<file path="src/rtl/grid_bank_scheduler.sv">
// Ping-pong scheduler for two grid RAM banks: the writer fills one bank while
// the reader runs statistics on the other, and a clear engine zeroes each bank
// after it is read so that it can be filled again.
module grid_bank_scheduler #(
  parameter int ADDR_W = 8,
  parameter int DATA_W = 48
) (
  input  logic              clk_i,
  input  logic              rst_i,
  input  logic              enable_i,
  input  logic              wr_frame_done_i,
  input  logic              rd_done_i,
  output logic              wr_bank_o,
  output logic              wr_allow_o,
  output logic              tannis_change_o,
  output logic              rd_start_o,
  output logic              rd_bank_o,
  output logic              rd_busy_o,
  output logic              clr_wren_o,
  output logic              clr_bank_o,
  output logic [ADDR_W-1:0] clr_addr_o,
  output logic [DATA_W-1:0] clr_data_o,
  output logic [15:0]       drop_cnt_o,
  output logic [2:0]        bank0_state_o,
  output logic [2:0]        bank1_state_o
);

  typedef enum logic [2:0] {
    FREE  = 3'd0,
    FILL  = 3'd1,
    FULL  = 3'd2,
    READ  = 3'd3,
    CLEAR = 3'd4
  } bank_state_e;

  bank_state_e       bank_q [2];
  bank_state_e       bank_d [2];
  logic              wr_bank_q, wr_bank_d;
  logic              stalled_q, stalled_d;
  logic              last_full_q, last_full_d;
  logic              tc_q, tc_d;
  logic              rd_start_q, rd_start_d;
  logic              rd_bank_q, rd_bank_d;
  logic              rd_busy_q, rd_busy_d;
  logic              clr_active_q, clr_active_d;
  logic              clr_bank_q, clr_bank_d;
  logic [ADDR_W-1:0] clr_addr_q, clr_addr_d;
  logic [15:0]       drop_q, drop_d;
  logic              other;
  logic              pick;

  // Next-state logic; the writer, dispatcher, read-completion and clear
  // engine each touch a different bank, so their updates never collide.
  always_comb begin
    bank_d[0]    = bank_q[0];
    bank_d[1]    = bank_q[1];
    wr_bank_d    = wr_bank_q;
    stalled_d    = stalled_q;
    last_full_d  = last_full_q;
    tc_d         = 1'b0;
    rd_start_d   = 1'b0;
    rd_bank_d    = rd_bank_q;
    rd_busy_d    = rd_busy_q;
    clr_active_d = clr_active_q;
    clr_bank_d   = clr_bank_q;
    clr_addr_d   = clr_addr_q;
    drop_d       = drop_q;
    other        = ~wr_bank_q;
    pick         = 1'b0;

    if (!stalled_q) begin
      if (wr_frame_done_i) begin
        bank_d[wr_bank_q] = FULL;
        last_full_d       = wr_bank_q;
        if (bank_q[other] == FREE) begin
          bank_d[other] = FILL;
          wr_bank_d     = other;
          tc_d          = 1'b1;
        end else begin
          stalled_d = 1'b1;
        end
      end
    end else begin
      if (wr_frame_done_i && drop_q != 16'hFFFF)
        drop_d = drop_q + 16'd1;
      if (bank_q[0] == FREE) begin
        bank_d[0] = FILL;
        wr_bank_d = 1'b0;
        stalled_d = 1'b0;
        tc_d      = 1'b1;
      end else if (bank_q[1] == FREE) begin
        bank_d[1] = FILL;
        wr_bank_d = 1'b1;
        stalled_d = 1'b0;
        tc_d      = 1'b1;
      end
    end

    if (enable_i && !rd_busy_q && !clr_active_q &&
        (bank_q[0] == FULL || bank_q[1] == FULL)) begin
      if (bank_q[0] == FULL && bank_q[1] == FULL)
        pick = ~last_full_q;
      else
        pick = (bank_q[1] == FULL);
      bank_d[pick] = READ;
      rd_bank_d    = pick;
      rd_busy_d    = 1'b1;
      rd_start_d   = 1'b1;
    end

    if (rd_done_i && rd_busy_q) begin
      bank_d[rd_bank_q] = CLEAR;
      rd_busy_d         = 1'b0;
      clr_active_d      = 1'b1;
      clr_bank_d        = rd_bank_q;
      clr_addr_d        = '0;
    end

    if (clr_active_q) begin
      if (clr_addr_q == {ADDR_W{1'b1}}) begin
        clr_active_d       = 1'b0;
        bank_d[clr_bank_q] = FREE;
        clr_addr_d         = '0;
      end else begin
        clr_addr_d = clr_addr_q + 1'b1;
      end
    end
  end

  // State registers; reset abandons any read or clear in flight.
  always_ff @(posedge clk_i) begin
    if (rst_i) begin
      bank_q[0]    <= FILL;
      bank_q[1]    <= FREE;
      wr_bank_q    <= 1'b0;
      stalled_q    <= 1'b0;
      last_full_q  <= 1'b0;
      tc_q         <= 1'b0;
      rd_start_q   <= 1'b0;
      rd_bank_q    <= 1'b0;
      rd_busy_q    <= 1'b0;
      clr_active_q <= 1'b0;
      clr_bank_q   <= 1'b0;
      clr_addr_q   <= '0;
      drop_q       <= 16'd0;
    end else begin
      bank_q[0]    <= bank_d[0];
      bank_q[1]    <= bank_d[1];
      wr_bank_q    <= wr_bank_d;
      stalled_q    <= stalled_d;
      last_full_q  <= last_full_d;
      tc_q         <= tc_d;
      rd_start_q   <= rd_start_d;
      rd_bank_q    <= rd_bank_d;
      rd_busy_q    <= rd_busy_d;
      clr_active_q <= clr_active_d;
      clr_bank_q   <= clr_bank_d;
      clr_addr_q   <= clr_addr_d;
      drop_q       <= drop_d;
    end
  end

  assign wr_bank_o       = wr_bank_q;
  assign wr_allow_o      = ~stalled_q;
  assign tannis_change_o = tc_q;
  assign rd_start_o      = rd_start_q;
  assign rd_bank_o       = rd_bank_q;
  assign rd_busy_o       = rd_busy_q;
  assign clr_wren_o      = clr_active_q;
  assign clr_bank_o      = clr_bank_q;
  assign clr_addr_o      = clr_addr_q;
  assign clr_data_o      = '0;
  assign drop_cnt_o      = drop_q;
  assign bank0_state_o   = bank_q[0];
  assign bank1_state_o   = bank_q[1];

endmodule
</file>
<file path="config.mk">
export PLATFORM = sky130hd
export DESIGN_NAME = grid_bank_scheduler
export DESIGN_NICKNAME = d
export VERILOG_FILES = /design/src/rtl/grid_bank_scheduler.sv
export SDC_FILE = /design/constraint.sdc
export NUM_CORES = 1
export LEC_CHECK = 0
export ABC_CLOCK_PERIOD_IN_PS = 1700
export CAP_MARGIN = 20
export CORE_MARGIN = 3
export CORE_UTILIZATION = 25
export DETAILED_ROUTE_END_ITERATION = 10
export PLACE_DENSITY = 0.55
export SLEW_MARGIN = 20
export SYNTH_ARGS = -nofsm -noshare
export SYNTH_HDL_FRONTEND = slang
export SYNTH_SLANG_ARGS = --single-unit
</file>
<file path="constraint.sdc">
create_clock -name clk_i -period 1.7 [get_ports clk_i]
set_input_delay 0.17 -clock clk_i [delete_from_list [all_inputs] [get_ports clk_i]]
set_output_delay 0.17 -clock clk_i [all_outputs]
set_load 0.005 [all_outputs]
</file>
==> results of run 1 <==
[per-layer routing]
metal  share of wire, %  up-vias  wire length (um)
met5                  0        -                 0
met4                1.0        0                54
met3                7.2        9               390
met2                 48       93              2580
met1                 44      941              2395
li1                   -     1030                 -
[worst min-delay path by stage]
stage | from | to | depth (start not counted)
floorplan | rd_done_i | rd_busy_o$_SDFFE_PP0N_ | 2
global placement | last_full_q$_SDFFE_PP0P_ | last_full_q$_SDFFE_PP0P_ | 2
detailed placement | last_full_q$_SDFFE_PP0P_ | last_full_q$_SDFFE_PP0P_ | 2
CTS | last_full_q$_SDFFE_PP0P_ | last_full_q$_SDFFE_PP0P_ | 2
global route | last_full_q$_SDFFE_PP0P_ | last_full_q$_SDFFE_PP0P_ | 2
finish | last_full_q$_SDFFE_PP0P_ | last_full_q$_SDFFE_PP0P_ | 2
[cells by family (layout without fill, tap and decap cells)]
group                      after synthesis  in the layout  synth area share [%]
DFF                                     39             39                 35.02
other                                    1             48                0.1682
xor gates and xnor gates                 1              1                0.3929
adders and majority gates                2              2                 1.122
buffers and inverters                   65             81                 19.25
AOI/OAI and AO/OA                       64             64                 17.96
muxes                                    3              3                 1.403
and+or+nand+nor                        104            104                 24.69
[power by group]
part	switching (mW)	internal, mW
clock	0.306	0.274
combinational	0.147	0.143
sequential	0.0421	0.949
[worst max-delay path, cell delays in order (launching register included)]
cell and delay [ns]:
sky130_fd_sc_hd__dfxtp_1 0.32, sky130_fd_sc_hd__ha_2 0.21, sky130_fd_sc_hd__nand4_1 0.19, sky130_fd_sc_hd__nor3_1 0.10, sky130_fd_sc_hd__buf_4 0.17, sky130_fd_sc_hd__or4_1 0.40, sky130_fd_sc_hd__a21oi_1 0.15
[placed cells by master, fill, tap and decap left out, drive strengths merged, types with 3 or more instances in the layout]
master	count
dfxtp	39
nor2	17
nor3b	3
nand2	25
nor2b	4
buf	26
and3	4
clkbuf	6
inv	7
nor3	10
o31ai	8
or3	6
clkdlybuf4s50	42
nand3	9
nor4	5
nand4	4
or4	6
o21ai	12
a21oi	23
nand2b	5
conb	48
or2	3
[through the flow]
step,util (%),instances,area [sq um]
2_1_floorplan,-,326,2415
3_3_place_gp,32.58,439,2744
3_5_place_dp,32.58,439,2744
4_1_cts,33.44,445,2816
5_1_grt,33.68,447,2836
6_report,33.68,447,2836
[sequential cells by signal (all words and copies together), names as in the netlist]
signal,flops
drop_cnt_o,16
clr_addr_o,8
bank_q,6
clr_bank_o,1
clr_wren_o,1
last_full_q,1
rd_bank_o,1
rd_busy_o,1
rd_start_o,1
stalled_q,1
tannis_change_o,1
wr_bank_o,1
[timing repair]
action                                  in CTS  in global routing
resized for setup                            0                  2
endpoints found under the setup margin       1                  8
pin swaps                                    2                  2
buffers inserted                             0                  2
[layout make-up]
| class | count | area [sq um] |
|---|---|---|
| inverter | 7 | 26.28 |
| multi-input combinational | 222 | 1210 |
| tap | 105 | 131.4 |
| clock buffer | 6 | 72.57 |
| sequential | 39 | 780.7 |
| timing repair buffer | 68 | 615.6 |
| fill | 917 | 5587 |
==> results.md, run 1 <==
* final critical delay including setup and external delays: 1.600 ns
* crit path max fanout: 10
* worst setup path endpoint: drop_cnt_o[7]$_SDFFE_PP0P_
* Core Box Area: 8423 sq um
* critical path launch point type: register
* Max Slew Vio Count: 0
* cell type with the largest total area after synthesis: sky130_fd_sc_hd__dfxtp_1
* Horiz. Die Dim: 100.4 um
* required time worst endpoint: 1.92 ns
* number of enable-type register cells in the synthesized netlist: 0
* # rows: 33
* post-synth top area share: 35.02%
* Vert. Die Dim: 100.4 um
* class of the tightest hold or removal check: register to register
* final estimated routing congestion in global placement: 0.7954
* global route hottest layer: met2
* final-layout worst hold slack: 0.4778 ns
* final antenna-violating net count: 0
* via count of the first global-routing pass: 1860
* number of nets in the finished design: 350
* number of vias after detailed routing: 2073
* clock skew after layout: 0.006169 ns
* pin count of the biggest net entering global routing: 20
* final antenna diode count: 0
* run status: finished, final reports clean
* met1 Resource Use GR: 13.71%
* grt total ovfl: 0
* overall power of the completed layout: 1.861 mW
* starting DRC count in detailed routing: 107
* num ports: 91
* clock tree from TritonCTS: done
* f_max: 0.6249 GHz
* largest buffer count on any clock path: 2
* Yosys warnings: 0
* count of max-cap constraint violations: 0
* Hold Buf Count CTS: 0
* Vias/cell: 4.638
* Synth async-reset ratio: 0%
* number of distinct library cell variants in the gate-level netlist after synthesis: 45
* initial core utilization: 26.47%
* leakage: 1.083 nW
* Post-Synthesis Cell Area: 2230 sq um
* master cell of the clock root buffer: sky130_fd_sc_hd__clkbuf_8
* final cycle utilization of the critical path: 94.13%
* first-pass GRT wire length: 8.756 mm
* count of final setup violators: 0
* routed len/inst: 12.13 um
* RSZ-0062 raised after global routing: false
* Sum Neg Setup Slack: 0 ns
* start of the worst register-to-register path: drop_cnt_o[0]$_SDFFE_PP0P_
* H-tree depth: 2
* endpoint of the lowest-slack register-to-register path: drop_cnt_o[7]$_SDFFE_PP0P_
* Crit path arrival time: 1.82 ns
* cell depth of the worst flop-to-flop path: 6
* top_reg_cell synth: sky130_fd_sc_hd__dfxtp_1
* number of iterations in the first detailed-routing pass: 4
* number of synthesized register bits: 39
* share of layout cells above drive strength 1: 11.40%
* post-place setup slack: -0.1148 ns
* CTS Buf Count: 5
* IO buf count: 42
* CP startpoint: drop_cnt_o[0]$_SDFFE_PP0P_
* Avg Cell Area, Syn: 7.992 sq um
* critical path type: register to register
* top cells by area in the synthesized netlist: sky130_fd_sc_hd__dfxtp_1 (35%), sky130_fd_sc_hd__buf_4 (16%), sky130_fd_sc_hd__a21oi_1 (5.2%)
* dpl hpwl: 4.157 mm
* DRC viols: 0
* overall die area: 10090 sq um
* top cells by instance count after synthesis: sky130_fd_sc_hd__buf_4 (49), sky130_fd_sc_hd__dfxtp_1 (39), sky130_fd_sc_hd__nand2_1 (25)
* post-route setup slack: 0.09986 ns
* power density cells: 656.0 nW/um^2
* GR Util met2: 17.79%
* VDD IR max: 0.2546 mV
* antenna violations before repair: 0
* total length of routed wires: 5.420 mm
* sequential cell area fraction in the yosys report: 35.02%
* instance count of the mapped netlist: 279
* Final Hold Vio Count: 0
* most common cell in the synthesized netlist: sky130_fd_sc_hd__buf_4
* GR Util met3: 2.710%
* total global-route track usage: 10.71%
* sinks on the clock net: 39
* clock insertion delay at the later pin of the skew report: 0.29 ns
* Register-to-Register Setup Slack: 0.1 ns
* area overhead of the layout relative to synthesis: 27.22%
* CP endpoint kind: register
* clock transition time at the flip-flop clock pins of the worst setup and hold paths: 0.08 ns
Note: power is estimated with default switching activity, not from simulation.
==> inputs of run 2 (changes only) <==
--- a/config.mk
+++ b/config.mk
@@ -9,6 +9,7 @@
 export CAP_MARGIN = 20
 export CORE_MARGIN = 3
 export CORE_UTILIZATION = 25
+export CTS_CLUSTER_SIZE = 24
 export DETAILED_ROUTE_END_ITERATION = 10
 export PLACE_DENSITY = 0.55
 export SLEW_MARGIN = 20
==> results of run 2 <==
The final DEF is identical to that of run 1; final timing and power are the same.
